File: src/rtl/pipe_hazard_ctrl_pkg.sv
// Shared types for the pipeline sequencer: forwarding selects and sequencer states.
package pipe_hazard_ctrl_pkg;

  typedef enum logic [1:0] {
    FWD_RF  = 2'd0,
    FWD_EX  = 2'd1,
    FWD_MEM = 2'd2
  } fwd_sel_e;

  typedef enum logic [1:0] {
    RUN,
    MULTI,
    DRAIN,
    HALTED
  } seq_state_e;

  localparam int unsigned CNT_W = 4;

endpackage

File: src/rtl/pipe_hazard_ctrl_fwd_select.sv
// Per-operand forwarding source select; stage A beats MEM, loads in stage A never forward.
module fwd_select
  import pipe_hazard_ctrl_pkg::*;
#(
  parameter int unsigned RAW = 4
) (
  input  logic [RAW-1:0] rs,
  input  logic           ex_reg_wr,
  input  logic           ex_is_load,
  input  logic [RAW-1:0] ex_rd,
  input  logic           mem_reg_wr,
  input  logic [RAW-1:0] mem_rd,
  output fwd_sel_e       sel
);

  always_comb begin
    sel = FWD_RF;
    if (ex_reg_wr && !ex_is_load && (ex_rd == rs)) begin
      sel = FWD_EX;
    end else if (mem_reg_wr && (mem_rd == rs)) begin
      sel = FWD_MEM;
    end
  end

endmodule

File: src/rtl/pipe_hazard_ctrl.sv
// Pipeline sequencer: load-use bubbles, multi-cycle hold in stage A, HALT drain,
// and operand forwarding selects.
module pipe_hazard_ctrl
  import pipe_hazard_ctrl_pkg::*;
#(
  parameter int unsigned RAW          = 4,
  parameter int unsigned MULTI_CYCLES = 4,
  parameter int unsigned DRAIN_CYCLES = 3
) (
  input  logic           clk,
  input  logic           rst,
  input  logic           id_valid,
  input  logic [RAW-1:0] id_rs1,
  input  logic [RAW-1:0] id_rs2,
  input  logic           id_use_rs1,
  input  logic           id_use_rs2,
  input  logic           id_is_halt,
  input  logic           ex_reg_wr,
  input  logic [RAW-1:0] ex_rd,
  input  logic           ex_is_load,
  input  logic           ex_is_multi,
  input  logic           mem_reg_wr,
  input  logic [RAW-1:0] mem_rd,
  output logic           stall_fd,
  output logic           stall_a,
  output logic           bubble_a,
  output fwd_sel_e       fwd_a,
  output fwd_sel_e       fwd_b,
  output logic           halt_sys,
  output logic           busy
);

  localparam logic [CNT_W-1:0] MULTI_LOAD = CNT_W'(MULTI_CYCLES - 2);
  localparam logic [CNT_W-1:0] DRAIN_LOAD = CNT_W'(DRAIN_CYCLES - 1);

  seq_state_e       state, state_nx;
  logic [CNT_W-1:0] cnt, cnt_nx;
  logic             halt_q;
  logic             load_use;
  logic             sfd, sa, bub;
  fwd_sel_e         sel_a, sel_b;

  assign load_use = ex_is_load && ex_reg_wr && id_valid &&
                    ((id_use_rs1 && (id_rs1 == ex_rd)) ||
                     (id_use_rs2 && (id_rs2 == ex_rd)));

  always_comb begin
    state_nx = state;
    cnt_nx   = cnt;
    sfd      = 1'b0;
    sa       = 1'b0;
    bub      = 1'b0;
    unique case (state)
      RUN: begin
        if (ex_is_multi) begin
          sfd      = 1'b1;
          sa       = 1'b1;
          cnt_nx   = MULTI_LOAD;
          state_nx = MULTI;
        end else if (load_use) begin
          sfd = 1'b1;
          bub = 1'b1;
        end else if (id_valid && id_is_halt) begin
          sfd      = 1'b1;
          bub      = 1'b1;
          cnt_nx   = DRAIN_LOAD;
          state_nx = DRAIN;
        end
      end
      MULTI: begin
        // Last MULTI cycle releases the stalls so the op leaves stage A.
        if (cnt != '0) begin
          sfd    = 1'b1;
          sa     = 1'b1;
          cnt_nx = cnt - 1'b1;
        end else begin
          state_nx = RUN;
        end
      end
      DRAIN: begin
        sfd = 1'b1;
        bub = 1'b1;
        if (cnt == '0) begin
          state_nx = HALTED;
        end else begin
          cnt_nx = cnt - 1'b1;
        end
      end
      HALTED: begin
        sfd = 1'b1;
        sa  = 1'b1;
      end
      default: state_nx = RUN;
    endcase
  end

  always_ff @(posedge clk or posedge rst) begin
    if (rst) begin
      state  <= RUN;
      cnt    <= '0;
      halt_q <= 1'b0;
    end else begin
      state  <= state_nx;
      cnt    <= cnt_nx;
      halt_q <= (state_nx == HALTED);
    end
  end

  fwd_select #(.RAW(RAW)) u_fwd_a (
    .rs         (id_rs1),
    .ex_reg_wr  (ex_reg_wr),
    .ex_is_load (ex_is_load),
    .ex_rd      (ex_rd),
    .mem_reg_wr (mem_reg_wr),
    .mem_rd     (mem_rd),
    .sel        (sel_a)
  );

  fwd_select #(.RAW(RAW)) u_fwd_b (
    .rs         (id_rs2),
    .ex_reg_wr  (ex_reg_wr),
    .ex_is_load (ex_is_load),
    .ex_rd      (ex_rd),
    .mem_reg_wr (mem_reg_wr),
    .mem_rd     (mem_rd),
    .sel        (sel_b)
  );

  // Outputs are forced low while reset is held, independent of the clock.
  assign stall_fd = sfd & ~rst;
  assign stall_a  = sa & ~rst;
  assign bubble_a = bub & ~rst;
  assign fwd_a    = rst ? FWD_RF : sel_a;
  assign fwd_b    = rst ? FWD_RF : sel_b;
  assign halt_sys = halt_q & ~rst;
  assign busy     = (state != RUN) & ~rst;

endmodule
File: config.mk
export PLATFORM = sky130hd
export DESIGN_NAME = pipe_hazard_ctrl
export DESIGN_NICKNAME = d
export VERILOG_FILES = /design/src/rtl/pipe_hazard_ctrl_pkg.sv /design/src/rtl/pipe_hazard_ctrl_fwd_select.sv /design/src/rtl/pipe_hazard_ctrl.sv
export SDC_FILE = /design/constraint.sdc
export NUM_CORES = 1
export LEC_CHECK = 0
export ABC_AREA = 1
export CORE_AREA = 2 2 48 50
export CTS_BUF_LIST = sky130_fd_sc_hd__clkbuf_4 sky130_fd_sc_hd__clkbuf_8
export CTS_CLUSTER_SIZE = 30
export DETAILED_ROUTE_END_ITERATION = 16
export DIE_AREA = 0 0 50 52
export GPL_ROUTABILITY_DRIVEN = 0
export MAX_ROUTING_LAYER = met4
export PLACE_DENSITY_LB_ADDON = 0.15
export SLEW_MARGIN = 5
export SYNTH_ARGS = -nofsm -noshare
export SYNTH_HDL_FRONTEND = slang
export SYNTH_SLANG_ARGS = --single-unit
File: constraint.sdc
create_clock -name clk -period 2 [get_ports clk]
set_input_delay 0.2 -clock clk [delete_from_list [all_inputs] [get_ports clk]]
set_output_delay 0.2 -clock clk [all_outputs]
set_load 0.05 [all_outputs]
==> impl_summary.md <==
Routing
The number of design-rule violations left by the first detailed-router iteration is 18. The average vias per placed instance is 4.90. The remaining antenna violation count is 0.

The DRC violation count after routing is 0. The routed wire length is between 2 and 3 mm. The total via count after detailed routing is around 1.0k. After detailed routing, the average wire length per cell comes to between 10 and 15 um. The first detailed-routing pass took 4 iterations.

Critical path
The critical path endpoint category is an output port. The worst setup path is launched from a flop. The data required time of the worst path is between 1.5 and 2 ns. The arrival time at the worst endpoint is 1.72 ns. The maximum fanout along the worst path is 5.

The worst setup path is of the reg2out kind.

Placed design
The post-detailed-placement half-perimeter wirelength is between 2 and 2.5 mm. In this run the tool buffered the top-level ports with 34 buffer cells.

GRT
Global routing used about a quarter of the available met1 tracks. The via count of the first global-routing pass is approximately 1.1k. The global routing stage identified its most utilized layer as met2.

The wire length of the first global-routing pass is around 4.3 mm. For this run, global-route usage on met2 was measured as between 40% and 50%. Global routing used 22.0% of the available tracks across all layers.

The total overflow left after global routing is 0. Global routing consumed, on the met3 layer, 2.59% of the routing resources. The number of antenna violations at the first check in global routing came to 0.

Entering global routing, the biggest net connects 9 pins.

Yosys
The post-synthesis share of cell area spent on full adders, half adders and majority gates is slightly above 7%. The number of warnings reported in the yosys synthesis log is 0. The main combinational cell family by area after synthesis is simple AND/OR/NAND/NOR gates. The synthesized instance count is approximately 150. The number of distinct standard cells referenced by the synthesized netlist is 22. Counting flops and latches in the post-synthesis netlist gives 7. The synthesized netlist devotes between 10% and 20% of its cell area to compound gates. The xor and xnor fraction of the mapped netlist area is 4.05%.

The simple logic cell fraction of the synthesized area is 41.9%. The cell area after synthesis is 866 sq um. The mux share of post-synthesis cell area is 0%.

The biggest area consumer among synthesized cells is dfrtp_1. Counting every net in the synthesized netlist gives 176. The share of the yosys chip area belonging to registers is 20.2%. The average footprint of a synthesized cell is about 6 sq um.

By area the synthesized netlist is led by dfrtp_1 20%, nand2_1 20%, inv_1 13%. The top cell type's share of synthesized area is between 20% and 30%.

STA
The worst relative slew slack is between 70% and 80%. The count of final setup violators is 0. The highest clock rate is between 500 and 600 MHz. Setup repair after global routing could not meet its margin everywhere. The worst path uses a little over nine tenths of the clock period.

The count of pins over their slew limit is 0. The worst-margin pin slew is approximately 0.34 ns. The sum of negative setup slack is 0 ns.

Counting I/O delays and the setup requirement, the final critical path takes about 1.9 ns. The count of final hold-check violations came to 0. The setup skew after layout is 0.000635 ns.

Job
The tool flagged a number of max-cap violations equal to 0.

Final layout
The number of nets in the layout is approximately 220. The number of inserted diodes is 0. For this run, the share of the core covered by cells in the final layout is between 60% and 70%. The fraction of final layout cells with drive strength greater than 1 is between 20% and 30%. The filler cell count is around 180. The library cell used most frequently in the layout, excluding fill and tap cells, is nand2_1.

The area growth from synthesis to layout is 63.9%. In the final layout, the multi-input gates occupy roughly 620 sq um. In the layout the commonest cells are 45 x nand2_1, 29 x inv_1, 25 x clkdlybuf4s50_1, 11 x nor2_1, 9 x buf_12. The area used by sequential logic in the layout is ~180 sq um.

Clock network
The number of buffers created by CTS is 3. The H-tree depth is 1. No sink is reached through more buffers than the 2 on the longest clock path.

Hold repair after CTS inserted 0 buffers. The clock tree from TritonCTS is built. Clock-pin slew was measured on the worst setup and hold paths at 0.05 ns. For the worst-skew pair, the clock arrives at the later sink with an insertion delay of 0.25 ns. The tree built by TritonCTS fans out to 7 sinks. The root cell of the clock tree is clkbuf_4. The post-CTS repair timing setup buffer count is 0.

Pwr
The net load switching power is roughly 700 uW. The power share of the combinational group is ~74%. For this design the static power due to leakage is 0.000720 uW. The switching share of power is 48.9%.

The clock group share of total power is 10.0%. Registers are responsible for 16.5% of the overall power. The worst vdd rail ir drop is approximately 1100 uV.

Power spread over the standard cell area amounts to between 1000 and 1500 nW/um^2. The cell internal power dissipation is 741 uW. The post-layout total power is 1450 uW.

Die
The die is 50 um wide. The floorplan step set the die height to 52 um. In this run the count of I/O pins placed on the die edge is 35. The die covers 2600 sq um. For this configuration, the core starts out at a cell density of about two fifths. The placement row count is 17. The placeable core area is between 2000 and 2500 sq um.

Worst hold path
The path category of the worst min-delay check is in2async.

Outcome
The flow ran to the end, and the final reports show no timing, DRC or antenna violations.
[logic make-up after synthesis]
logic type,after synthesis
AND/OR/NAND/NOR,80
AO/OA/AOI/OAI,18
XOR/XNOR,4
adder cells (fa/ha/maj),5
flip-flops,7
buffers and inverters,31
[routing by layer]
metal  wire length (um)  vias to the layer above
met3                102                        4
met4                 27                        0
li1                   -                      532
met2               1380                       35
met1               1090                      473
met5                  0                        -
[per-stage QoR]
stage / area [sq um] / hold slack, ns / std cells / setup WS [ns]
finish: 1420 / 0.311 / 213 / 0.0830
floorplan: 875 / 0.0196 / 145 / 0.0490
global route: 1420 / 0.338 / 213 / -0.00618
CTS: 1400 / 0.302 / 213 / 0.0223
global placement: 1360 / 0.467 / 209 / 0.124
detailed placement: 1360 / 0.505 / 209 / 0.0816
[worst paths after layout]
check / slack, ns / start / to / cells after the start
min in group clk: 0.52 / cnt[3]$_DFFE_PP0P_ / cnt[3]$_DFFE_PP0P_ / 2
setup reg to reg: 0.27 / state[0]$_DFF_PP0_ / cnt[0]$_DFFE_PP0P_ / 8
hold / removal: 0.31 / rst / cnt[3]$_DFFE_PP0P_ / 3
max in group asynchronous: 1.56 / rst / cnt[1]$_DFFE_PP0P_ / 3
hold reg to reg: 0.52 / cnt[3]$_DFFE_PP0P_ / cnt[3]$_DFFE_PP0P_ / 2
setup / recovery: 0.08 / state[0]$_DFF_PP0_ / stall_fd / 7
[layout make-up]
type                            instances  area share [%]
Multi-Input combinational cell        107            43.5
Sequential cell                         7            12.3
Tap cell                               28            2.47
Timing Repair Buffer                   36            31.4
Inverter                               31            8.20
Clock buffer                            4            2.12
[critical path: stages, from the launching register on]
cell	delay [ns]
dfrtp_1	0.43
inv_2	0.13
ha_1	0.29
nor2_1	0.09
nand3_1	0.09
nand2_1	0.06
a31oi_2	0.20
buf_12	0.17
[state kept, by name (all words and copies together), names as in the netlist]
signal / count
halt_q: 1
state: 2
cnt: 4
[synthesized netlist by cell type]
library cell   n
nand3_2        3
nand3_1        4
a31oi_1        1
a21oi_1        7
o21ai_0        2
a2111oi_0      1
nand2_2        7
nor3_1         1
nor2_1        12
ha_1           5
inv_1         31
a221oi_1       1
o22ai_1        1
a211oi_1       2
a21oi_2        1
nor2_2         5
xor2_1         2
dfrtp_1        7
nand2_1       45
o211ai_1       2
xnor2_1        2
nand4_1        3
[repair_timing]
item / 4_1_cts / 5_1_grt
endpoints found under the setup margin: 2 / 3
gates cloned: 0 / 0
resized for setup: 3 / 5
[power by group through the flow]
| stage | sequential, uW | combinational [uW] | clock (uW) |
|---|---|---|---|
| after global placement | 236 | 949 | 0 |
| after CTS | 236 | 1010 | 152 |
| after detailed placement | 238 | 984 | 0 |
| final | 240 | 1070 | 145 |
| after floorplan | 229 | 653 | 0 |
| after global routing | 246 | 1160 | 159 |
(Power assumes the default switching activity.)
